File: src/rtl/fila_controller.sv
// Enqueue/dequeue sequencer for fila: synchronises data_ready, handshakes with the deserializador and arbitrates strobes.
// Enqueue strobe 3 edges after data_ready (SYNC_STAGES=2); a full queue holds the FSM in STALL; a dequeue is deferred behind an enqueue.
module fila_controller #(
  parameter int DEPTH       = 8,
  parameter int SYNC_STAGES = 2
) (
  input  logic       clk_10KHz,
  input  logic       reset,
  input  logic       data_ready,
  input  logic [7:0] len_out,
  input  logic       dequeue_req,
  output logic       enqueue_in,
  output logic       dequeue_in,
  output logic       ack_in,
  output logic       full,
  output logic       empty,
  output logic [7:0] enq_count,
  output logic [7:0] stall_count
);

  typedef enum logic [1:0] {IDLE, STALL, ENQ, ACK} state_t;

  localparam logic [8:0] DEPTH_W = 9'(DEPTH);

  state_t                 state_q, state_d;
  logic [SYNC_STAGES-1:0] sync_q;
  logic                   rdy_s;
  logic                   dq_prev_q;
  logic                   pending_q, pending_d;
  logic                   dequeue_q, dequeue_d;
  logic [7:0]             enq_count_q, stall_count_q;
  logic                   dq_rise, pend_eff;

  assign rdy_s   = sync_q[SYNC_STAGES-1];
  assign full    = ({1'b0, len_out} >= DEPTH_W);
  assign empty   = (len_out == 8'd0);
  assign dq_rise = dequeue_req & ~dq_prev_q;
  assign pend_eff = pending_q | dq_rise;

  always_comb begin
    state_d = state_q;
    case (state_q)
      IDLE:    if (rdy_s) state_d = full ? STALL : ENQ;
      STALL:   if (!full) state_d = ENQ;
      ENQ:     state_d = ACK;
      ACK:     if (!rdy_s) state_d = IDLE;
      default: state_d = IDLE;
    endcase
  end

  // Grant is judged against the next state so the registered dequeue strobe can never land on an enqueue cycle.
  always_comb begin
    pending_d = pending_q;
    dequeue_d = 1'b0;
    if (pend_eff) begin
      if (empty) begin
        pending_d = 1'b0;
      end else if (state_d != ENQ && !dequeue_q) begin
        dequeue_d = 1'b1;
        pending_d = 1'b0;
      end else begin
        pending_d = 1'b1;
      end
    end
  end

  always_ff @(posedge clk_10KHz) begin
    if (reset) begin
      state_q       <= IDLE;
      sync_q        <= '0;
      dq_prev_q     <= 1'b0;
      pending_q     <= 1'b0;
      dequeue_q     <= 1'b0;
      enq_count_q   <= 8'd0;
      stall_count_q <= 8'd0;
    end else begin
      state_q   <= state_d;
      sync_q    <= {sync_q[SYNC_STAGES-2:0], data_ready};
      dq_prev_q <= dequeue_req;
      pending_q <= pending_d;
      dequeue_q <= dequeue_d;
      if (state_q == ENQ) enq_count_q <= enq_count_q + 8'd1;
      if (state_q == IDLE && state_d == STALL && stall_count_q != 8'hFF)
        stall_count_q <= stall_count_q + 8'd1;
    end
  end

  assign enqueue_in  = (state_q == ENQ);
  assign ack_in      = (state_q == ACK);
  assign dequeue_in  = dequeue_q;
  assign enq_count   = enq_count_q;
  assign stall_count = stall_count_q;

endmodule
File: config.mk
export PLATFORM = sky130hd
export DESIGN_NAME = fila_controller
export DESIGN_NICKNAME = d
export VERILOG_FILES = /design/src/rtl/fila_controller.sv
export SDC_FILE = /design/constraint.sdc
export NUM_CORES = 1
export LEC_CHECK = 0
export CAP_MARGIN = 20
export CORE_MARGIN = 2
export CORE_UTILIZATION = 39
export DETAILED_ROUTE_END_ITERATION = 8
export GPL_ROUTABILITY_DRIVEN = 0
export PLACE_DENSITY = 0.74
export SYNTH_ARGS = -nofsm -noshare
export SYNTH_HDL_FRONTEND = slang
export SYNTH_SLANG_ARGS = --single-unit
File: constraint.sdc
create_clock -name clk_10KHz -period 1.5 [get_ports clk_10KHz]
set_input_delay 0.3 -clock clk_10KHz [delete_from_list [all_inputs] [get_ports clk_10KHz]]
set_output_delay 0.3 -clock clk_10KHz [all_outputs]
set_load 0.1 [all_outputs]
# --- Yosys cells after proc, flatten, opt, wreduce, memory -nomap -nowiden ---
# Index checks and enable logic that the tools add are counted.
totals:
  latch_bits: 0
  word_cells: 35
  in_bits: 12
  romBits: 0
  regBits: 23
  n_memories: 0
  out_inout_bits: 21
  ram_bits: 0
classes:
  eq_ne: 6
  add_sub_neg: 2
  n_div: 0
  shifts: 0
  muxes: 8
  bitwise: 4
  n_reduce_logical: 7
  magnitude_cmp: 1
  mul: 0
op_table:
  columns: ["operator", "n"]
  rows:
  - ["$add 8x1->8 const B", 2]
  - ["$ge 8x4->1 const B", 1]
  - ["$logic_not 8->1", 1]
  - ["$mux 2", 4]
  - ["$ne 8x8->1 const B", 1]
  - ["$pmux 2 s4", 1]
  - ["$eq 2x1->1 const B", 2]
  - ["$eq 2x2->1 const B", 2]
  - ["$logic_and 1x1->1", 3]
  - ["$mux 1", 3]
  - ["$reduce_or 3->1", 1]
  - ["$logic_not 2->1", 1]
  - ["$ne 2x2->1 const B", 1]
  - ["$not 1->1", 2]
  - ["$and 1x1->1", 1]
  - ["$logic_not 1->1", 1]
  - ["$or 1x1->1", 1]

# --- Logic depth before layout (Yosys ltp) ---
# Gate-level depths: netlist of the first run.
depth:
  ltp_word: 8
  mapped_depth: 5
  mapped_depth_nobuf: 5

# --- Least setup slack after synthesis of the first run ---
# OpenSTA, ideal clock, no wires.
synth_path:
  path_kind: "reg2reg"
  startpoint: "reg stall_count_q[0], in the netlist stall_count[0]"
  endpoint: "reg stall_count_q[4], in the netlist stall_count[4]"
  t_required_ps: 1430
  setup_time_ps: 70
  arrival_time_ps: 2203
  slack_ps: -774
  path_buffers: 0
  period_less_slack_ps: 2274
  stages_incl_launch_ff: 5
  cell_sequence: "dfxtp_1 > ha_1 > nand3_1 > or4_1 > a21oi_1"
synth_between:
  elab_chain_len: 2
  elab_cells_between_ends: 3
  cone_classes: "1 x add/sub; 1 x eq/ne; 1 x reduce/logical"
synth_lines:
  columns: ["element", "line_no", "source"]
  rows:
  - ["from (decl)", "31", "logic [7:0] enq_count_q, stall_count_q;"]
  - ["from (signal assigned)", "84", "stall_count_q <= stall_count_q + 8'd1;"]
  - ["branches (longest 2 deep; another with $add 8x1->8)", null, null]
# Parallel ways; which one is timed is not known.
# A chain may end at the register's enable or synchronous reset.

# --- Worst setup path in the final report of the first run ---
layout_path:
  startpoint: "in len_out[5]"
  endpoint: "reg stall_count_q[4], in the netlist stall_count[4]"
layout_between:
  elab_chain_len: 7
  elab_cells_between_ends: 8
  cone_classes: "1 x order compare; 1 x eq/ne; 4 x mux; 2 x reduce/logical"
layout_lines:
  columns: ["element", "line_no", "source"]
  rows:
  - ["from (decl)", "10", "input logic [7:0] len_out,"]
  - ["$ge 8x4->1 (*)", "35", "assign full = ({1'b0, len_out} >= DEPTH_W);"]
  - ["$mux 2 (2 in series)", "43", "IDLE: if (rdy_s) state_d = full ? STALL : ENQ;"]
  - ["$pmux 2 s4 (*)", "42", "case (state_q)"]
  - ["$eq 2x1->1 (*)", "83", "if (state_q == IDLE && state_d == STALL && stall_count_q != 8'hFF)"]
  - ["$logic_and 1x1->1 (*) (2 in series)", "83", null]
# Every way passes the cells marked *; elsewhere a longest branch is shown, timed or not.

==> metrics.csv, run 1 <==
metric,value,unit
status,"finished, violations left",
violations,negative setup slack,
final_cell_count_no_fill,196,
holdWs,445.6,ps
synth_common_cells,"dfxtp_1, nor2_1, xor2_1",
period_share,112.5,%
ant_nets,0,
maxCapViolations,0,
layout_min_cycle_time,1688,ps
synth-xor-area-share,5.704,%
synth_compound_area_share,14.78,%
muxShareOfSynthArea,0.9313,%
vias_per_cell,5.362,
drive_gt1_share,52.73,%
required,1740,ps
grt_max_degree,14,
die_width,56.50,um
setup.worst_path.end_class,flop,
hp-class,reg2reg,
rsz0062_at_grt,yes,
yosysSeqAreaShare,42.84,%
grt_pass1_wl,4988,um
synth-edff-count,0,
ys_async_sr_fraction,0,%
cts_root_buf,clkbuf_4,
clk_pin_slew,120,ps
core_area,2686,sq um
wl_per_cell,14.88,um
drtPass1Iterations,5,
cp_common_cell,buf_4,
finalNetCount,180,
yosys_warnings,0,
clockBufferDepth,2,
synth_area,1075,sq um
h-tree-depth,1,
synthAdderAreaFrac,2.328,%
irDropWorstVdd,0.0004583,V
final_area,1957,sq um
synth_simple_gate_area_share,29.34,%
yosysMostFrequentCell,dfxtp_1,
synth_area_leader_cell,dfxtp_1,
dieHeight,56.50,um
synth_top_family_by_area,simple AND/OR/NAND/NOR gates,
portBuffers,32,
dp_slack,-515.3,ps
nFillCells,185,
dp_cells,185,
cts_hold_buf,0,
routed_wl,2916,um
synth.area.top_cells,"dfxtp_1, xor2_1, nor2_1",
total_power,1.077,mW
clk_latency,300,ps
synth-seq-cells,23,
setup.worst_path.start_class,input pin,
syn_area_per_cell,9.428,sq um
cp_slowest_cell,or4_4,
skew,1.374,ps
io_pins,33,
post-route-drc-count,0,
track_usage,19.64,%
layout_setup_ws,-188.1,ps
ys_types,40,
tightest_slew,282.0,ps
vias,1051,
max_freq,592.4,MHz
antenna_found_initial,0,
ys.flop_type,dfxtp_1,
setup_tns,-1072,ps
crit_type,in2reg,
clock_sinks,23,
place_hpwl,1999,um
drt_iter0_markers,16,
slew_violations,0,
cts_buffers,3,
start_util,40.01,%
syn_inst,114,
synth_nets,128,
die-area,3192,sq um
critPathMaxFanout,4,
cts_tree,done,
worstPathArrival,1930,ps
p_leak,0.7426,nW
area_growth,82.07,%
path_cells,buf_6 -> or4_4 -> buf_4 -> o21ai_2 -> bufbuf_16 -> buf_4 -> o31ai_1 -> a21oi_1,
max_stage_delay,550,ps
setup_viol,8,
power.density,550.4,nW/um^2
grt_pass1_vias,1078,
dpl_cell_area,1788,sq um
netlist.area_leader.share,42.84,%
final_util,72.85,%
grt-ovfl-total,0,
diodes,0,
hold_viol,0,
relSlewSlack,81.14,%
rows,19,
## worst max-delay path: cells and delay by family
| kind | cells | cell delay, ps |
|---|---|---|
| AOI/OAI and AO/OA | 3 | 420 |
| buffers and inverters | 4 | 670 |
| and+or+nand+nor | 1 | 550 |
## kinds of logic after synthesis
family,count (synthesis)
buf+inv,8
compound gates,23
fa+ha+maj,2
xor+xnor,7
mux,1
flops,23
simple gates,50
## final timing paths
check | from | endpoint | slack, ps | cells past startpoint
setup / recovery | len_out[5] | stall_count[4] | -190 | 8
hold / removal | sync_q[0] | sync_q[1] | 450 | 1
setup reg to reg | state_q[0] | stall_count[4] | -100 | 6
hold reg to reg | sync_q[0] | sync_q[1] | 450 | 1
## metal layers
layer | track usage, % | share of wire [%] | wire (um)
met1 | 24.25 | 42 | 1236
met2 | 34.05 | 51 | 1500
met3 | 3.687 | 4.5 | 132
met4 | 6.463 | 1.6 | 46
met5 | 0 | 0 | 0
## state kept, by name (all words and copies together) (netlist names)
name	count
dequeue_in	1
enq_count	8
sync_q	2
pending_q	1
dq_prev_q	1
state_q	2
stall_count	8
## where the power goes
| part | switching [mW] | total, mW | leakage (nW) | internal [mW] |
|---|---|---|---|---|
| sequential | 0.0116 | 0.621 | 0.198 | 0.609 |
| clock | 0.180 | 0.284 | 0.0150 | 0.104 |
| combinational | 0.0827 | 0.173 | 0.530 | 0.0902 |
## placed cells by master, fill, tap and decap left out, types with 4 or more instances in the layout
master	instances
a21oi_1	5
buf_12	22
buf_4	14
buf_6	4
clkdlybuf4s50_1	7
dfxtp_1	5
dfxtp_2	10
dfxtp_4	8
nand2_1	4
nand4_1	5
nor2_1	11
nor2b_1	4
nor3_2	4
xor2_1	6
## layout make-up
class / count / area, sq um / area share (%)
Tap cell: 31 / 38.79 / 1.982
Multi-Input combinational cell: 83 / 658.1 / 33.63
Sequential cell: 23 / 503.0 / 25.70
Timing Repair Buffer: 51 / 713.2 / 36.44
Inverter: 4 / 17.52 / 0.8951
Clock buffer: 4 / 26.28 / 1.343
## what timing repair did
item,CTS,global route
endpoints found under the setup margin,16,12
cloned,1,0
pin swaps,8,3
gates resized for setup,21,9
setup buffers,7,0
(Power assumes the default switching activity.)
==> run 2, diff against run 1 <==
CORE_ASPECT_RATIO = 1.5   (was not set)
CORE_MARGIN = 4   (was 2)
==> run 2 against run 1 <==
The flow still finishes with violations (negative setup slack). Utilization rose by 3.7 points. Clock power rose by 36%. Die area rose by 15%. Clock-buffer cell count fell by 1. Via count rose by 5.5%. Register-to-register slack improved by 40 ps. Clock skew rose by 3.3 ps. Sequential cell count did not move. Sequential share of layout area fell by 1.1 points. Fmax fell by 0.51%. Combinational power barely moved. Global-route usage fell by 3.5 points. Critical path type is now in2out. Critical endpoint is now empty. Largest power group unchanged.
==> metrics.csv, run 2 (same netlist as run 1, synthesis figures left out) <==
metric,value,unit,change
area_growth,88.47,%,was 82.07%
setup_viol,10,,was 8
power.density,584.9,nW/um^2,was 550.4 nW/um^2
setup.worst_path.end_class,output port,,was flop
required,1200,ps,was 1740 ps
violations,negative setup slack,,unchanged
p_leak,0.7621,nW,was 0.7426 nW
dieHeight,72.30,um,was 56.50 um
crit_type,in2out,,was in2reg
final_cell_mix,"buf_12, buf_4, dfxtp_2",,"was buf_12, buf_4, nor2_1"
layout_setup_ws,-196.7,ps,was -188.1 ps
portBuffers,32,,unchanged
track_usage,16.17,%,was 19.64%
hp-class,reg2reg,,unchanged
period_share,113.1,%,was 112.5%
post-route-drc-count,0,,unchanged
status,"finished, violations left",,unchanged
critPathMaxFanout,2,,was 4
grt_max_degree,14,,unchanged
r2r_cells,6,,unchanged
min_path_cells,1,,unchanged
grt-ovfl-total,0,,unchanged
drt_iter0_markers,33,,was 16
cts_root_buf,clkbuf_8,,was clkbuf_4
die_width,50.86,um,was 56.50 um
setup.worst_path.start_class,input pin,,unchanged
clk_latency,270,ps,was 300 ps
switching_power,0.2986,mW,was 0.2744 mW
h-tree-depth,1,,unchanged
final_area,2026,sq um,was 1957 sq um
max_freq,589.4,MHz,was 592.4 MHz
tightest_slew,325.4,ps,was 282.0 ps
cts_tree,done,,unchanged
irDropWorstVdd,0.0004879,V,was 0.0004583 V
final_util,76.51,%,was 72.85%
start_util,40.60,%,was 40.01%
final_cell_count_no_fill,205,,was 196
io_pins,33,,unchanged
rsz0062_at_grt,yes,,unchanged
dpl_cell_area,1800,sq um,was 1788 sq um
diodes,0,,unchanged
core_area,2648,sq um,was 2686 sq um
holdWs,452.2,ps,was 445.6 ps
routed_wl,3182,um,was 2916 um
relSlewSlack,78.12,%,was 81.14%
clkPwrFrac,32.6,%,was 26.3%
worstPathArrival,1400,ps,was 1930 ps
die-area,3677,sq um,was 3192 sq um
drtPass1Iterations,4,,was 5
clock_sinks,23,,unchanged
grt_pass1_vias,1093,,"was 1,078"
slew_violations,0,,unchanged
multiInputGateArea,681.9,sq um,was 658.1 sq um
antenna_found_initial,0,,unchanged
clk_pin_slew,80,ps,was 120 ps
layout_commonest_cell,buf_12,,unchanged
grt_pass1_wl,4574,um,was 4988 um
finalNetCount,183,,was 180
seqPwrFrac,52.5,%,was 57.6%
p_comb_share,14.9,%,was 16.0%
dp_slack,-514.2,ps,was -515.3 ps
total_power,1.185,mW,was 1.077 mW
vias_per_cell,5.410,,was 5.362
clockBufferDepth,2,,unchanged
swShare,25.20,%,was 25.48%
drive_gt1_share,56.55,%,was 52.73%
dp_cells,190,,was 185
cts_buffers,3,,unchanged
vias,1109,,"was 1,051"
wl_per_cell,15.52,um,was 14.88 um
place_hpwl,2028,um,was 1999 um
regArea,498.0,sq um,was 503.0 sq um
skew,4.638,ps,was 1.374 ps
ant_nets,0,,unchanged
rows,23,,was 19
setup_tns,-1156,ps,was -1072 ps
layout_min_cycle_time,1697,ps,was 1688 ps
maxCapViolations,0,,unchanged
nFillCells,178,,was 185
hold_viol,0,,unchanged
internal_power,0.8862,mW,was 0.8026 mW
==> run 2: changes by cell type in the layout (fill, tap and decap cells not counted), sizes merged <==
| cell | change |
|---|---|
| buf | +4 |
| bufbuf | -1 |
| clkbuf | -1 |
| clkdlybuf4s50 | -1 |
| clkinv | +1 |
| dlymetal6s2s | +1 |
==> run 2: per-layer routing <==
layer	GRT usage, %	up-vias	share of wire (%)
li1	-	523	-
met1	13.96	542	37
met2	33.87	35	57
met3	1.848	9	3.3
met4	8.982	0	2.7
met5	0	-	0
==> run 2: power groups by stage <==
| stage | clock, mW | sequential (mW) | combinational [mW] |
|---|---|---|---|
| 2_1_floorplan | 0 | 0.658 | 0.0464 |
| 3_3_place_gp | 0 | 0.634 | 0.147 |
| 3_5_place_dp | 0 | 0.635 | 0.151 |
| 4_1_cts | 0.391 | 0.621 | 0.162 |
| 5_1_grt | 0.418 | 0.624 | 0.185 |
| 6_report | 0.386 | 0.622 | 0.176 |
==> run 2: layout make-up <==
class / count / share of cell area [%]
clock inverter: 1 / 0.2471
timing repair buffer: 54 / 36.20
tap: 37 / 2.285
multi-input combinational: 83 / 33.66
sequential: 23 / 24.58
inverter: 4 / 0.9883
clock buffer: 3 / 2.038
==> run 2: final timing paths <==
kind                    from  slack (ps)        endpoint
setup / recovery  len_out[3]        -200           empty
hold / removal     sync_q[0]         450       sync_q[1]
setup reg to reg  state_q[1]         -60  stall_count[3]
hold reg to reg    sync_q[0]         450       sync_q[1]
==> run 2: critical path, stage by stage <==
cell	delay, ps
buf_6	90
or4_4	550
nor2_4	130
and2_4	170
buf_12	170
==> run 2: repair_timing <==
item / in CTS / in global routing
pin swaps: 11 / 9
gates resized for setup: 22 / 15
setup endpoints to repair: 15 / 12
hold buffers: 0 / 0
buffers inserted: 7 / 5
==> run 3, diff against run 2 <==
CORE_UTILIZATION = 41   (was 39)
PLACE_DENSITY = 0.77   (was 0.74)
SLEW_MARGIN = 0   (was not set)
==> run 3 against run 2 <==
The flow still finishes with violations (negative setup slack). Clock power is 25% lower. Clock skew decreased by 2.6 ps. Largest power group unchanged. Die area is 4.2% lower.
==> metrics.csv, run 3 (same netlist as run 1, synthesis figures left out) <==
metric,value,unit,change
cp-endpoint,empty,,unchanged
crit_start,len_out[3],,unchanged
maxCapViolations,0,,unchanged
setup_tns,-350.3,ps,was -1156 ps
r2r_cells,5,,was 6
dieHeight,70.71,um,was 72.30 um
setup.worst_path.start_class,input pin,,unchanged
rows,22,,was 23
h-tree-depth,1,,unchanged
worst-path-stages,5,,unchanged
grt_max_degree,14,,unchanged
final_util,78.08,%,was 76.51%
finalNetCount,182,,was 183
layout_setup_ws,-177.4,ps,was -196.7 ps
crit_type,in2out,,unchanged
nFillCells,148,,was 178
violations,negative setup slack,,unchanged
grt_pass1_wl,4940,um,was 4574 um
hold_viol,0,,unchanged
power.density,556.3,nW/um^2,was 584.9 nW/um^2
clock_sinks,23,,unchanged
drt_iter0_markers,21,,was 33
setup.worst_path.end_class,output port,,unchanged
antenna_found_initial,0,,unchanged
clk_pin_slew,120,ps,was 80 ps
grt-ovfl-total,0,,unchanged
start_util,43.38,%,was 40.60%
critPathMaxFanout,2,,unchanged
vias_per_cell,5.654,,was 5.410
max_freq,596.2,MHz,was 589.4 MHz
clk_latency,310,ps,was 270 ps
tightest_slew,306.9,ps,was 325.4 ps
cts_hold_buf,0,,unchanged
dp_cells,177,,was 190
rsz0062_at_grt,yes,,unchanged
r2r_end,stall_count[4],,was stall_count[3]
clockBufferDepth,2,,unchanged
final_cell_count_no_fill,191,,was 205
final_area,1934,sq um,was 2026 sq um
cts_buffers,3,,unchanged
relSlewSlack,79.54,%,was 78.12%
worstPathArrival,1380,ps,was 1400 ps
cts_tree,done,,unchanged
skew,2.030,ps,was 4.638 ps
dp_slack,-517.8,ps,was -514.2 ps
status,"finished, violations left",,unchanged
drive_gt1_share,52.69,%,was 56.55%
cts_root_buf,clkbuf_4,,was clkbuf_8
die_width,49.81,um,was 50.86 um
io_pins,33,,unchanged
slew_violations,0,,unchanged
routed_wl,3012,um,was 3182 um
p_leak,0.7409,nW,was 0.7621 nW
hp-class,reg2reg,,unchanged
final_cell_mix,"buf_12, buf_4, nor2_1, dfxtp_2, dfxtp_4",,"was buf_12, buf_4, dfxtp_2"
post-route-drc-count,0,,unchanged
dpl_cell_area,1784,sq um,was 1800 sq um
r2r-start,state_q[1],,unchanged
irDropWorstVdd,0.0005083,V,was 0.0004879 V
total_power,1.076,mW,was 1.185 mW
period_share,111.8,%,was 113.1%
area_growth,79.98,%,was 88.47%
diodes,0,,unchanged
critical_path_buf_inv_count,2,,unchanged
path_cells,buf_6 -> or4_4 -> nor2_4 -> and2_4 -> buf_12,,unchanged
core_area,2477,sq um,was 2648 sq um
setup_viol,2,,was 10
ant_nets,0,,unchanged
vias,1080,,"was 1,109"
place_hpwl,2137,um,was 2028 um
die-area,3521,sq um,was 3677 sq um
required,1200,ps,about the same
holdWs,461.7,ps,was 452.2 ps
rrSetupSlack,10,ps,was -60 ps
track_usage,17.80,%,was 16.17%
wl_per_cell,15.77,um,was 15.52 um
layout_min_cycle_time,1677,ps,was 1697 ps
drtPass1Iterations,4,,unchanged
layout_commonest_cell,buf_12,,unchanged
grt_pass1_vias,1144,,"was 1,093"
critPathTopFamily,simple AND/OR/NAND/NOR gates,,unchanged
max_stage_delay,550,ps,about the same
portBuffers,32,,unchanged
cp_slowest_cell,or4_4,,unchanged
-- run 3: cell types whose count changed in the layout (fill, tap and decap cells not counted), moves of 2 or more --
cell | before | now
clkbuf_4 | 0 | 3
clkbuf_8 | 3 | 0
or3_1 | 0 | 2
or3_4 | 2 | 0
-- run 3: worst min-delay path by stage --
stage	endpoint	slack, ps	depth (start not counted)	start
final	sync_q[1]	460	1	sync_q[0]
after global routing	sync_q[1]	470	1	sync_q[0]
after CTS	sync_q[1]	470	1	sync_q[0]
after detailed placement	sync_q[1]	440	1	sync_q[0]
after global placement	sync_q[1]	420	1	sync_q[0]
after floorplan	sync_q[1]	410	1	sync_q[0]
-- run 3: power by group --
part / internal (mW) / leakage, nW / switching [mW] / total (mW)
logic: 0.0826 / 0.528 / 0.0856 / 0.168
registers: 0.610 / 0.197 / 0.00967 / 0.619
clock network: 0.104 / 0.0150 / 0.185 / 0.288
total: 0.796 / 0.741 / 0.280 / 1.08
-- run 3: layer usage --
layer | global-route usage (%) | wire length (um)
met4 | 10.15 | 79
met5 | 0 | 0
met3 | 2.316 | 86
met1 | 17.04 | 1040
met2 | 34.90 | 1805
-- run 3: area by class of cell --
cell class,instances,area (sq um),area share [%]
Timing Repair Buffer,52,701.9,36.29
Multi-Input combinational cell,84,658.1,34.02
Sequential cell,23,500.5,25.87
Tap cell,24,30.03,1.552
Clock buffer,4,26.28,1.358
Inverter,4,17.52,0.9056
-- run 3: what timing repair did --
item,in CTS,in global routing
gates cloned,0,1
endpoints found under the setup margin,16,9
pin swaps,5,8
setup buffers,7,5
gates resized for setup,23,8
